--- config.mk ---
export PLATFORM = sky130hd
export DESIGN_NAME = armleocpu_ptw_arbiter
export DESIGN_NICKNAME = d
export VERILOG_FILES = /design/src/rtl/armleocpu_ptw_arbiter.sv
export SDC_FILE = /design/constraint.sdc
export NUM_CORES = 1
export LEC_CHECK = 0
export BUFFER_PORTS_ARGS = -buffer_cell sky130_fd_sc_hd__buf_4
export CAP_MARGIN = 20
export CELL_PAD_IN_SITES_DETAIL_PLACEMENT = 0
export CELL_PAD_IN_SITES_GLOBAL_PLACEMENT = 1
export CORE_ASPECT_RATIO = 0.7
export CORE_MARGIN = 2
export CORE_UTILIZATION = 25
export DETAILED_ROUTE_END_ITERATION = 8
export GPL_TIMING_DRIVEN = 0
export PLACE_DENSITY_LB_ADDON = 0.1
export SLEW_MARGIN = 10
export SYNTH_ARGS = -nofsm -noshare
export SYNTH_HDL_FRONTEND = slang
export SYNTH_SLANG_ARGS = --single-unit
export TNS_END_PERCENT = 20
--- constraint.sdc ---
create_clock -name clk -period 2.3 [get_ports clk]
set_clock_uncertainty 0.05 [all_clocks]
set_input_delay 0.115 -clock clk [delete_from_list [all_inputs] [get_ports clk]]
set_output_delay 0.115 -clock clk [all_outputs]
set_load 0.01 [all_outputs]
--- src/rtl/armleocpu_ptw_arbiter.sv ---
// Arbitrates the single page-table walker between the instruction TLB (r0) and data TLB (r1).
// Define ARMLEOCPU_PTW_ARB_RESULT_REG_EN to register the PTW result for one extra cycle (RESP state).
module armleocpu_ptw_arbiter #(
    parameter int unsigned ROUND_ROBIN = 1
) (
    input  logic        clk,
    input  logic        async_rst,

    input  logic        r0_resolve_request,
    output logic        r0_resolve_ack,
    input  logic [19:0] r0_virtual_address,
    output logic        r0_resolve_done,
    output logic        r0_resolve_pagefault,
    output logic        r0_resolve_accessfault,
    output logic [7:0]  r0_resolve_access_bits,
    output logic [21:0] r0_resolve_physical_address,

    input  logic        r1_resolve_request,
    output logic        r1_resolve_ack,
    input  logic [19:0] r1_virtual_address,
    output logic        r1_resolve_done,
    output logic        r1_resolve_pagefault,
    output logic        r1_resolve_accessfault,
    output logic [7:0]  r1_resolve_access_bits,
    output logic [21:0] r1_resolve_physical_address,

    output logic        ptw_resolve_request,
    input  logic        ptw_resolve_ack,
    output logic [19:0] ptw_virtual_address,
    input  logic        ptw_resolve_done,
    input  logic        ptw_resolve_pagefault,
    input  logic        ptw_resolve_accessfault,
    input  logic [7:0]  ptw_resolve_access_bits,
    input  logic [21:0] ptw_resolve_physical_address
);

    typedef enum logic [1:0] {
        S_IDLE,
        S_ISSUE,
        S_WAIT
`ifdef ARMLEOCPU_PTW_ARB_RESULT_REG_EN
        , S_RESP
`endif
    } state_t;

    state_t      state, state_nxt;
    logic        grant, grant_nxt;
    logic        last_grant, last_grant_nxt;
    logic [19:0] vaddr_q, vaddr_nxt;
    logic        win;

    logic        res_valid;
    logic        res_pagefault;
    logic        res_accessfault;
    logic [7:0]  res_access_bits;
    logic [21:0] res_physical_address;

    always_ff @(posedge clk or posedge async_rst) begin
        if (async_rst) begin
            state      <= S_IDLE;
            grant      <= 1'b0;
            last_grant <= 1'b1;
            vaddr_q    <= '0;
        end else begin
            state      <= state_nxt;
            grant      <= grant_nxt;
            last_grant <= last_grant_nxt;
            vaddr_q    <= vaddr_nxt;
        end
    end

    always_comb begin
        state_nxt           = state;
        grant_nxt           = grant;
        last_grant_nxt      = last_grant;
        vaddr_nxt           = vaddr_q;
        r0_resolve_ack      = 1'b0;
        r1_resolve_ack      = 1'b0;
        ptw_resolve_request = 1'b0;

        // Contention: round-robin hands it to whoever did not win last; otherwise data side wins.
        if (r0_resolve_request && r1_resolve_request)
            win = (ROUND_ROBIN != 0) ? ~last_grant : 1'b1;
        else
            win = r1_resolve_request;

        case (state)
            S_IDLE: begin
                if ((r0_resolve_request || r1_resolve_request) && !async_rst) begin
                    r0_resolve_ack = ~win;
                    r1_resolve_ack = win;
                    grant_nxt      = win;
                    vaddr_nxt      = win ? r1_virtual_address : r0_virtual_address;
                    state_nxt      = S_ISSUE;
                end
            end
            S_ISSUE: begin
                ptw_resolve_request = 1'b1;
                if (ptw_resolve_ack)
                    state_nxt = S_WAIT;
            end
            S_WAIT: begin
                if (ptw_resolve_done) begin
                    last_grant_nxt = grant;
`ifdef ARMLEOCPU_PTW_ARB_RESULT_REG_EN
                    state_nxt      = S_RESP;
`else
                    state_nxt      = S_IDLE;
`endif
                end
            end
`ifdef ARMLEOCPU_PTW_ARB_RESULT_REG_EN
            S_RESP: state_nxt = S_IDLE;
`endif
            default: state_nxt = S_IDLE;
        endcase
    end

`ifdef ARMLEOCPU_PTW_ARB_RESULT_REG_EN
    always_ff @(posedge clk or posedge async_rst) begin
        if (async_rst) begin
            res_pagefault        <= 1'b0;
            res_accessfault      <= 1'b0;
            res_access_bits      <= '0;
            res_physical_address <= '0;
        end else if (state == S_WAIT && ptw_resolve_done) begin
            res_pagefault        <= ptw_resolve_pagefault;
            res_accessfault      <= ptw_resolve_accessfault;
            res_access_bits      <= ptw_resolve_access_bits;
            res_physical_address <= ptw_resolve_physical_address;
        end
    end

    assign res_valid = (state == S_RESP);
`else
    assign res_valid            = (state == S_WAIT) && ptw_resolve_done;
    assign res_pagefault        = ptw_resolve_pagefault;
    assign res_accessfault      = ptw_resolve_accessfault;
    assign res_access_bits      = ptw_resolve_access_bits;
    assign res_physical_address = ptw_resolve_physical_address;
`endif

    assign ptw_virtual_address = vaddr_q;

    // Fields are masked with done so the non-granted port reads all zeros.
    assign r0_resolve_done             = res_valid & ~grant;
    assign r0_resolve_pagefault        = r0_resolve_done & res_pagefault;
    assign r0_resolve_accessfault      = r0_resolve_done & res_accessfault;
    assign r0_resolve_access_bits      = {8{r0_resolve_done}} & res_access_bits;
    assign r0_resolve_physical_address = {22{r0_resolve_done}} & res_physical_address;

    assign r1_resolve_done             = res_valid & grant;
    assign r1_resolve_pagefault        = r1_resolve_done & res_pagefault;
    assign r1_resolve_accessfault      = r1_resolve_done & res_accessfault;
    assign r1_resolve_access_bits      = {8{r1_resolve_done}} & res_access_bits;
    assign r1_resolve_physical_address = {22{r1_resolve_done}} & res_physical_address;

    // A result strobe outside WAIT is a PTW protocol error.
    assert property (@(posedge clk) disable iff (async_rst) ptw_resolve_done |-> (state == S_WAIT));

endmodule

* Yosys cells after proc, flatten, opt, wreduce, memory -nomap -nowiden
Cells that the tools add are included.
W data, S select, Z words.
** Cells by class
- Multiplexer cells :: 11
- Equal/unequal tests :: 5
- Bitwise operators :: 13
- Reduce and logical (&&, ||, !) cells :: 9
** Operators with widths (count)
- $and A22 B22 Y22 :: 2
- $mux W20 :: 1
- $and A8 B8 Y8 :: 2
- $and A1 B1 Y1 :: 6
- $mux W1 :: 6
- $mux W2 :: 3
- $ne A2 B2 Y1 const B :: 3
- $pmux W2 S3 :: 1
- $reduce_and A2 Y1 :: 2
- $logic_and A1 B1 Y1 :: 3
- $not A1 Y1 :: 3
- $reduce_and A3 Y1 :: 1
- $eq A2 B1 Y1 const B :: 1
- $eq A2 B2 Y1 const B :: 1
- $logic_not A2 Y1 :: 1
- $logic_not A1 Y1 :: 1
- $logic_or A1 B1 Y1 :: 1
** Word-level totals
- Register bits :: 24
- Output and inout port bits :: 89
- Word-level logic and storage cells :: 42
- Bits of input ports :: 78

* Depth between registers and ports, before layout
Gate-level depths: netlist of the first run.
- Word-level depth :: 5
- Depth in mapped cells :: 4
- Gate-level depth less buffers :: 4

* Least setup slack after synthesis of the first run
OpenSTA, ideal clock, no wires.
- Path type :: reg2reg
- From :: register state[0]
- To :: register grant
- Stages on the path, launching flop included :: 5
- Period minus slack after synthesis :: 1.447 ns
- Path slack :: 0.853 ns
- Data arrival time :: 1.264 ns
- Path buffers :: 1
- Setup time :: 0.134 ns
- Data required time :: 2.116 ns
- Path through :: dfrtp_1 -> or3_4 -> buf_6 -> nor3b_2 -> a21oi_1
** Between the ends
- Cells in the longest elaborated chain, start to end :: 2
** Ends and longest elaborated chain
- from (decl) :: line 46 : state_t state, state_nxt;
- from (signal assigned) :: line 65 : state <= state_nxt;
- $logic_not A2 Y1 :: line 87 : case (state)
- $reduce_and A2 Y1 (no source line)
- to (signal assigned) :: line 66 : grant <= grant_nxt;
- to (decl) :: line 47 : logic grant, grant_nxt;
Every way passes these cells.
A chain may end at the register's enable or synchronous reset.

* Worst setup path in the final report of the first run
- From :: register state[0]
- To :: output r0_resolve_physical_address[6]
** Between the ends
- Cells in the longest elaborated chain, start to end :: 4
** Ends and longest elaborated chain
- $eq A2 B2 Y1 :: line 136 : assign res_valid = (state == S_WAIT) && ptw_resolve_done;
- $logic_and A1 B1 Y1 :: line 136
- $and A1 B1 Y1 :: line 146 : assign r0_resolve_done = res_valid & ~grant;
- $and A22 B22 Y22 :: line 150 : assign r0_resolve_physical_address = {22{r0_resolve_done}} & res_physical_address;
- to (decl) :: line 16 : output logic [21:0] r0_resolve_physical_address,
Every way passes these cells.

==> results.md, run 1 <==
Die:
- After floorplanning, the core was sized to cover 6370 sq um.
- The initial utilization of the core area, before any placement, comes to 26.4%.
- The number of top-level design ports is 167.
- The die extent in y is 72.6 um.
- The initialized floorplan defines 24 standard-cell rows.
- The horizontal extent of the die is 102 um.
- The die covers 7400 sq um.

Clock network:
- The longest clock path from root to sink contains 2 buffers.
- The clock reaches the later pin of the worst-skew pair after 0.26 ns.
- The CTS clock-pin slew for the worst setup and hold paths is 0.09 ns.
- The sink count of the clock tree is 24.
- In this run, CTS created clock tree buffers numbering 3.
- The CTS tree is yes.
- The root buffer cell chosen for the clock tree is sky130_fd_sc_hd__clkbuf_8.
- Once the clock tree was built, the resizer swapped 0 gates to a different size.
- Once the clock tree was built, the setup fixing pass inserted 0 buffers.
- The maximum level of the CTS H-tree is 1.

Finish:
- The fraction of layout instances using a drive strength above 1 is 57.6%.
- The finished layout holds 447 standard cells, fillers aside.
- After routing the design area is 3130 sq um.
- Fill cells in the final layout number 629.
- The repair_antennas step left the layout with diodes totalling 0.
- The final layout contains 435 nets.
- The layout overhead on the synthesized area is 86.4%.

Power:
- The static leakage power is 1.64 nW.
- In this run the power spent charging and discharging nets is 0.830 mW.
- For this design the ratio of total power to cell area is 753 nW/um^2.
- The net switching fraction of the power is 35.2%.
- The sequential group share of total power is 31.9%.
- The power share of the combinational group is 52.3%.
- The peak supply drop is 0.299 mV.
- The share of total power dissipated in the clock network is 15.8%.
- Internal power comes to 1.53 mW.

Global routing:
- The initial antenna violation count is 0.
- Entering global routing, the biggest net connects 25 pins.
- The total congestion overflow is 0.
- The global-route wire length before repair is 9800 um.
- The via count of the first global-routing pass was 1959.
- Global routing used 16.7% of the available tracks.

Timing:
- On the final layout, the worst hold slack is 0.0184 ns.
- Setup repair after global routing left no endpoint under its margin.
- The transition time of the tightest slew-check pin is 0.951 ns.
- Setup violations remaining at the end of the flow were counted as 0.
- In the finished design, the share of the clock period the worst path needs comes to 88.3%.
- The top achievable clock speed is 492 MHz.
- The total count of hold-check failures in the final report came to 0.
- The setup TNS after final layout is 0 ns.
- In this run the tightest slew margin relative to its limit is 36.5%.
- The number of max-slew violations in the final report is 0.
- For the finished layout, the period the worst path requires is 2.03 ns.

Min path:
- Along the worst hold path, the cell count comes to 2.
- The worst hold path terminates at ptw_virtual_address[12].
- The worst hold path begins at r1_virtual_address[12].
- The worst hold path belongs to the class in -> reg.

Synthesis:
- Of the synthesized area, sequential elements account for 35.8%.
- The number of nets handed over by synthesis was 262.
- For this run, the number of Yosys warnings is 0.
- The number of storage elements in the synthesis netlist is 24.
- The area share of the largest cell type after synthesis is 34.3%.
- The top cell type by total area after synthesis is sky130_fd_sc_hd__dfrtp_1.
- The number of library cell types mapped by synthesis is 21.
- The netlist area before placement is 1680 sq um.
- By area the synthesized netlist is led by sky130_fd_sc_hd__dfrtp_1 34%, sky130_fd_sc_hd__and2_1 24%, sky130_fd_sc_hd__a221o_1 12%, sky130_fd_sc_hd__nor3_2 12%, sky130_fd_sc_hd__nand2_1 4.9%.
- Synthesis handed over a netlist of 184 instances.
- The mean instance size in the synthesized netlist is 9.13 sq um.

Setup path:
- In this run the register-to-register setup slack is 0.76 ns.
- The category of the most critical setup path is reg -> out.
- The worst setup path is captured at an output port.
- Data arrives at the worst endpoint at 1.87 ns.
- The worst-path maximum fanout is 10.
- The startpoint identified for the worst register-to-register timing path is state[0].
- The number of cells on the worst reg-to-reg path is 4.
- The worst setup path is launched from a register.
- The reg-to-reg critical path endpoint is ptw_virtual_address[4].
- For the worst setup path, the data required time is 2.13 ns.

Place:
- The final estimated routing congestion in global placement is 0.732.
- After detailed placement, the total cell area comes to 3040 sq um.
- After legalization and detailed placement, the total HPWL measured 5240 um.
- The number of buffers added on ports is 166.
- The post-placement cell count is 441.

Drt:
- For this run, the detailed router's first-pass iteration total came to 4.
- The via count normalized by instance count is 4.35.
- The number of antenna-violating nets in the routed design is 0.
- The mean routed wirelength per cell is 14.3 um.
- The remaining routing DRC violations is 0.
- The routed design has 6370 um of wire.
- The DRC marker count from the first detailed-route iteration is 67.
- The total number of vias is 1945.

Outcome:
- The run finished with clean final reports.

Job:
- Across the run, the number of max-cap violations was 0.
[timing repair]
| item | 4_1_cts | 5_1_grt |
|---|---|---|
| endpoints found under the hold margin | 2 | 0 |
| hold buffers | 2 | 0 |
| endpoints found under the setup margin | 0 | 0 |
[kinds of logic after synthesis]
| kind of cell | share of synthesized area (%) |
|---|---|
| AND/OR/NAND/NOR | 44.8 |
| AO/OA/AOI/OAI | 13.6 |
| flip-flops | 35.8 |
| buffers and inverters | 5.88 |
[power groups by stage]
stage	Clock (mW)	Combinational, mW	Sequential, mW
after floorplan	0	0.558	0.816
after global placement	0	1.24	0.758
after detailed placement	0	1.25	0.755
after CTS	0.382	1.25	0.752
after global routing	0.401	1.35	0.779
final	0.373	1.23	0.751
[cells in the final DEF (no fill, tap or decap), types with 4 or more instances in the layout]
cell                       instances
sky130_fd_sc_hd__dfrtp_1          23
sky130_fd_sc_hd__nand2_1          22
sky130_fd_sc_hd__clkbuf_1          4
sky130_fd_sc_hd__and2_1           64
sky130_fd_sc_hd__nor3_2           20
sky130_fd_sc_hd__a221o_1          20
sky130_fd_sc_hd__buf_2            10
sky130_fd_sc_hd__buf_4           166
[flip-flops by register name (all words and copies together) (netlist names)]
signal and cells:
grant 1, last_grant 1, ptw_virtual_address 20, state 2
[synth_stat cells]
master                     count
sky130_fd_sc_hd__and2_1       64
sky130_fd_sc_hd__nand3b_1      1
sky130_fd_sc_hd__nor2_1        2
sky130_fd_sc_hd__nor3_1        1
sky130_fd_sc_hd__nor2b_1       1
sky130_fd_sc_hd__or3_4         1
sky130_fd_sc_hd__dfrtp_1      23
sky130_fd_sc_hd__a221o_1      20
sky130_fd_sc_hd__nand2b_1      2
sky130_fd_sc_hd__nor3b_2       1
sky130_fd_sc_hd__nand2_1      22
sky130_fd_sc_hd__buf_2        10
sky130_fd_sc_hd__a21o_1        1
sky130_fd_sc_hd__dfstp_2       1
sky130_fd_sc_hd__o21ai_1       3
sky130_fd_sc_hd__nor3_2       20
sky130_fd_sc_hd__inv_1         3
sky130_fd_sc_hd__and3_1        1
sky130_fd_sc_hd__clkbuf_1      4
sky130_fd_sc_hd__buf_6         2
sky130_fd_sc_hd__a21oi_1       1
[per-layer routing]
metal	part of all wire (%)	global-route usage (%)	vias to the layer above
li1	-	-	972
met1	45	23.5	882
met2	48	26.6	89
met3	6.9	4.41	2
met4	0.22	1.78	0
met5	0	0	-
[final cells by class]
class / instances / area (sq um) / area share [%]
Timing Repair Buffer: 168 / 1270 / 40.4
Multi-Input combinational cell: 141 / 980 / 31.3
Sequential cell: 24 / 602 / 19.2
Tap cell: 91 / 114 / 3.64
Buffer: 16 / 87.6 / 2.80
Clock buffer: 3 / 41.3 / 1.32
Clock inverter: 1 / 30.0 / 0.959
Inverter: 3 / 11.3 / 0.360
[worst max-delay path by stage]
stage / slack (ns) / depth (start not counted) / startpoint / endpoint
after floorplan: 0.85 / 4 / state[0] / grant
after global placement: 0.57 / 5 / state[0] / r0_resolve_physical_address[3]
after detailed placement: 0.56 / 5 / state[0] / r0_resolve_physical_address[6]
after CTS: 0.25 / 5 / state[0] / r0_resolve_physical_address[6]
after global routing: 0.06 / 5 / state[0] / r0_resolve_physical_address[8]
final: 0.27 / 5 / state[0] / r0_resolve_physical_address[6]
[critical path, stage by stage, from the launching register on]
cell and delay (ns):
sky130_fd_sc_hd__dfrtp_1 0.43, sky130_fd_sc_hd__nand3b_1 0.23, sky130_fd_sc_hd__nor2_1 0.29, sky130_fd_sc_hd__clkbuf_1 0.34, sky130_fd_sc_hd__and2_1 0.19, sky130_fd_sc_hd__buf_4 0.12
[through the flow]
step           worst slack, ns  total power [mW]  utilization [%]
6_report                 0.269              2.36             49.2
5_1_grt                 0.0612              2.53             49.2
4_1_cts                  0.254              2.39             49.2
3_5_place_dp             0.563              2.00             47.8
3_3_place_gp             0.572              2.00             47.8
2_1_floorplan            0.853              1.37                -
No activity file was read; power rests on OpenSTA's default activity.
==> inputs of run 2 (changes only) <==
Settings changed: CELL_PAD_IN_SITES_DETAIL_PLACEMENT 0 to 1, CELL_PAD_IN_SITES_GLOBAL_PLACEMENT 1 to 2, CORE_UTILIZATION 25 to 19, SLEW_MARGIN 10 to unset.
==> results.md, run 2 (synthesized netlist as in run 1, its figures left out) <==
Drt:
- Detailed routing inserted a total of 2000 vias.
- The mean routed wirelength per cell is 15.6 um.
- The number of antenna-violating nets in the routed design is 0.
- The via count normalized by instance count is 4.18.
- The remaining routing DRC violations is 0.
- The DRC marker count from the first detailed-route iteration is 76.
- For this block, the routed nets add up to 7470 um of wire.
- The pre-antenna-repair detailed-routing pass consisted of 4 iterations.

Clock network:
- For this design, the sink count on the clock tree is 24.
- CTS built an H-tree with a depth of 1.
- In this run the deepest clock path goes through 2 buffers.
- The clock reaches the later pin of the worst-skew pair after 0.26 ns.
- TritonCTS built the clock tree.
- The clock tree root driver cell is sky130_fd_sc_hd__clkbuf_16.
- The post-cts repair resize count is 0.
- The CTS clock-pin slew for the worst setup and hold paths is 0.06 ns.
- The CTS buffer count is 3.

Die:
- The horizontal extent of the die is 116 um.
- In this run the core area contains 28 standard-cell rows.
- The starting density of the core is 19.7%.
- The region available for standard cell placement spans 8510 sq um.
- The total die area is 9620 sq um.
- The die extent in y is 82.7 um.
- 167 I/O pins were placed.

Finish:
- 0 antenna diodes ended up in the layout.
- The post-layout net count is 437.
- With fillers left out, the area of the finished cells amounts to 3220 sq um.
- The final cell utilization of the core is 37.9%.
- The flip-flop count of the largest register after layout is 20.
- The post-route netlist has 57.5% of its cells at a drive strength greater than 1.
- The area of all sequential standard cells is 602 sq um.
- In the layout the commonest cells are 166 x sky130_fd_sc_hd__buf_4, 64 x sky130_fd_sc_hd__and2_1, 23 x sky130_fd_sc_hd__dfrtp_1.
- The multi-input logic area is 980 sq um.
- The layout overhead on the synthesized area is 91.8%.
- The library cell used most frequently in the layout, excluding fill and tap cells, is sky130_fd_sc_hd__buf_4.
- Counting the fill cells in the layout gives 1040.
- The finished layout holds 478 standard cells, fillers aside.

Setup path:
- The slowest stage of the critical path is the sky130_fd_sc_hd__dfrtp_1 cell.
- The arrival time at the worst endpoint is 1.86 ns.
- The critical path goes through nand3b_1, nor2_1, clkbuf_1, and2_1, buf_4.
- The worst-path maximum fanout is 10.
- The category of the most critical setup path is reg -> out.
- STA classifies the critical path startpoint as a register.
- The required time reported for the critical path endpoint is 2.13 ns.
- On the worst path, the slowest cell contributes a delay of 0.42 ns.
- The type of destination of the critical path is an output port.
- Among cell families on the critical path, the largest total delay comes from simple AND/OR/NAND/NOR gates.
- The number of buffer and inverter instances along the worst setup path is 2.

Place:
- The number of buffers added on ports is 166.
- After legalization and detailed placement, the total HPWL measured 6190 um.
- The post-placement cell count is 470.
- The total placed instance area is 3080 sq um.
- The final estimated routing congestion in global placement is 0.712.

Timing:
- The number of max-slew violations in the final report came to 0.
- The headroom to the max-slew limit is 68.9%.
- The setup TNS after final layout is 0 ns.
- The total count of hold-check failures in the final report is 0.
- In the finished design, the share of the clock period the worst path needs comes to 88.0%.
- At the pin with the least slew margin, the transition time is 0.466 ns.
- The top achievable clock speed is 494 MHz.
- Setup repair after global routing left no endpoint under its margin.
- The final count of negative-setup-slack endpoints is 0.
- The routed design could run at a clock period as short as 2.02 ns.

Global routing:
- The via count of the first global-routing pass is 2128.
- The most congested layer reported by global routing is met2.
- The total track usage is 14.7%.
- The global-route wire length before repair is 10900 um.
- The fraction of met3 tracks used by global routing is 3.87%.
- Entering global routing, the biggest net connects 25 pins.
- The fraction of met1 tracks used by global routing is 19.2%.
- The initial antenna violation count is 0.
- After global routing the overflow that remains totals 0.
- The fraction of met2 tracks used by global routing is 24.7%.

Power:
- The static leakage power is 1.67 nW.
- The post-layout total power is 2.44 mW.
- The ratio of total power to cell area is 755 nW/um^2.
- The peak supply drop is 0.264 mV.

Job:
- The max capacitance violation total is 0.

Min path:
- The classification of the worst-slack hold path is in -> reg.

Outcome:
- The flow ran to the end, and the final reports show no timing, DRC or antenna violations.
==> run 2: area by class of cell <==
| cell class | instances | share of cell area [%] |
|---|---|---|
| timing repair buffer | 170 | 40.5 |
| multi-input combinational | 141 | 30.4 |
| sequential | 24 | 18.7 |
| tap | 120 | 4.66 |
| clock buffer | 4 | 2.76 |
| buffer | 16 | 2.72 |
| inverter | 3 | 0.349 |
==> run 2: what timing repair did <==
action,in CTS,in global routing
setup endpoints to repair,0,0
setup buffers,0,0
hold buffers,2,1
hold endpoints to repair,2,8
==> run 2: worst paths after layout <==
path | start | to | slack, ns | depth (start not counted)
min in group asynchronous | async_rst | grant | 0.39 | 3
max in group asynchronous | async_rst | last_grant | 1.29 | 4
max | state[0] | r0_resolve_physical_address[8] | 0.28 | 5
max reg2reg | state[0] | ptw_virtual_address[18] | 0.74 | 4
min reg2reg | ptw_virtual_address[0] | ptw_virtual_address[0] | 0.46 | 1
min | r1_virtual_address[5] | ptw_virtual_address[5] | 0.03 | 2
==> run 2: where the power goes <==
group,internal [mW],switching [mW]
Clock,0.266,0.154
Sequential,0.626,0.133
Combinational,0.677,0.579
Total,1.57,0.866
==> run 2: per-stage QoR <==
stage,hold WS [ns],setup WS (ns)
6_report,0.0277,0.276
3_3_place_gp,0.259,0.507
3_5_place_dp,0.263,0.501
4_1_cts,0.0261,0.211
2_1_floorplan,0.0789,0.853
5_1_grt,0.0277,0.00750
==> run 2: metal layers <==
metal / share of wire [%] / vias to the layer above
li1: - / 972
met1: 44 / 962
met2: 49 / 62
met3: 6.0 / 4
met4: 0.63 / 0
met5: 0 / -
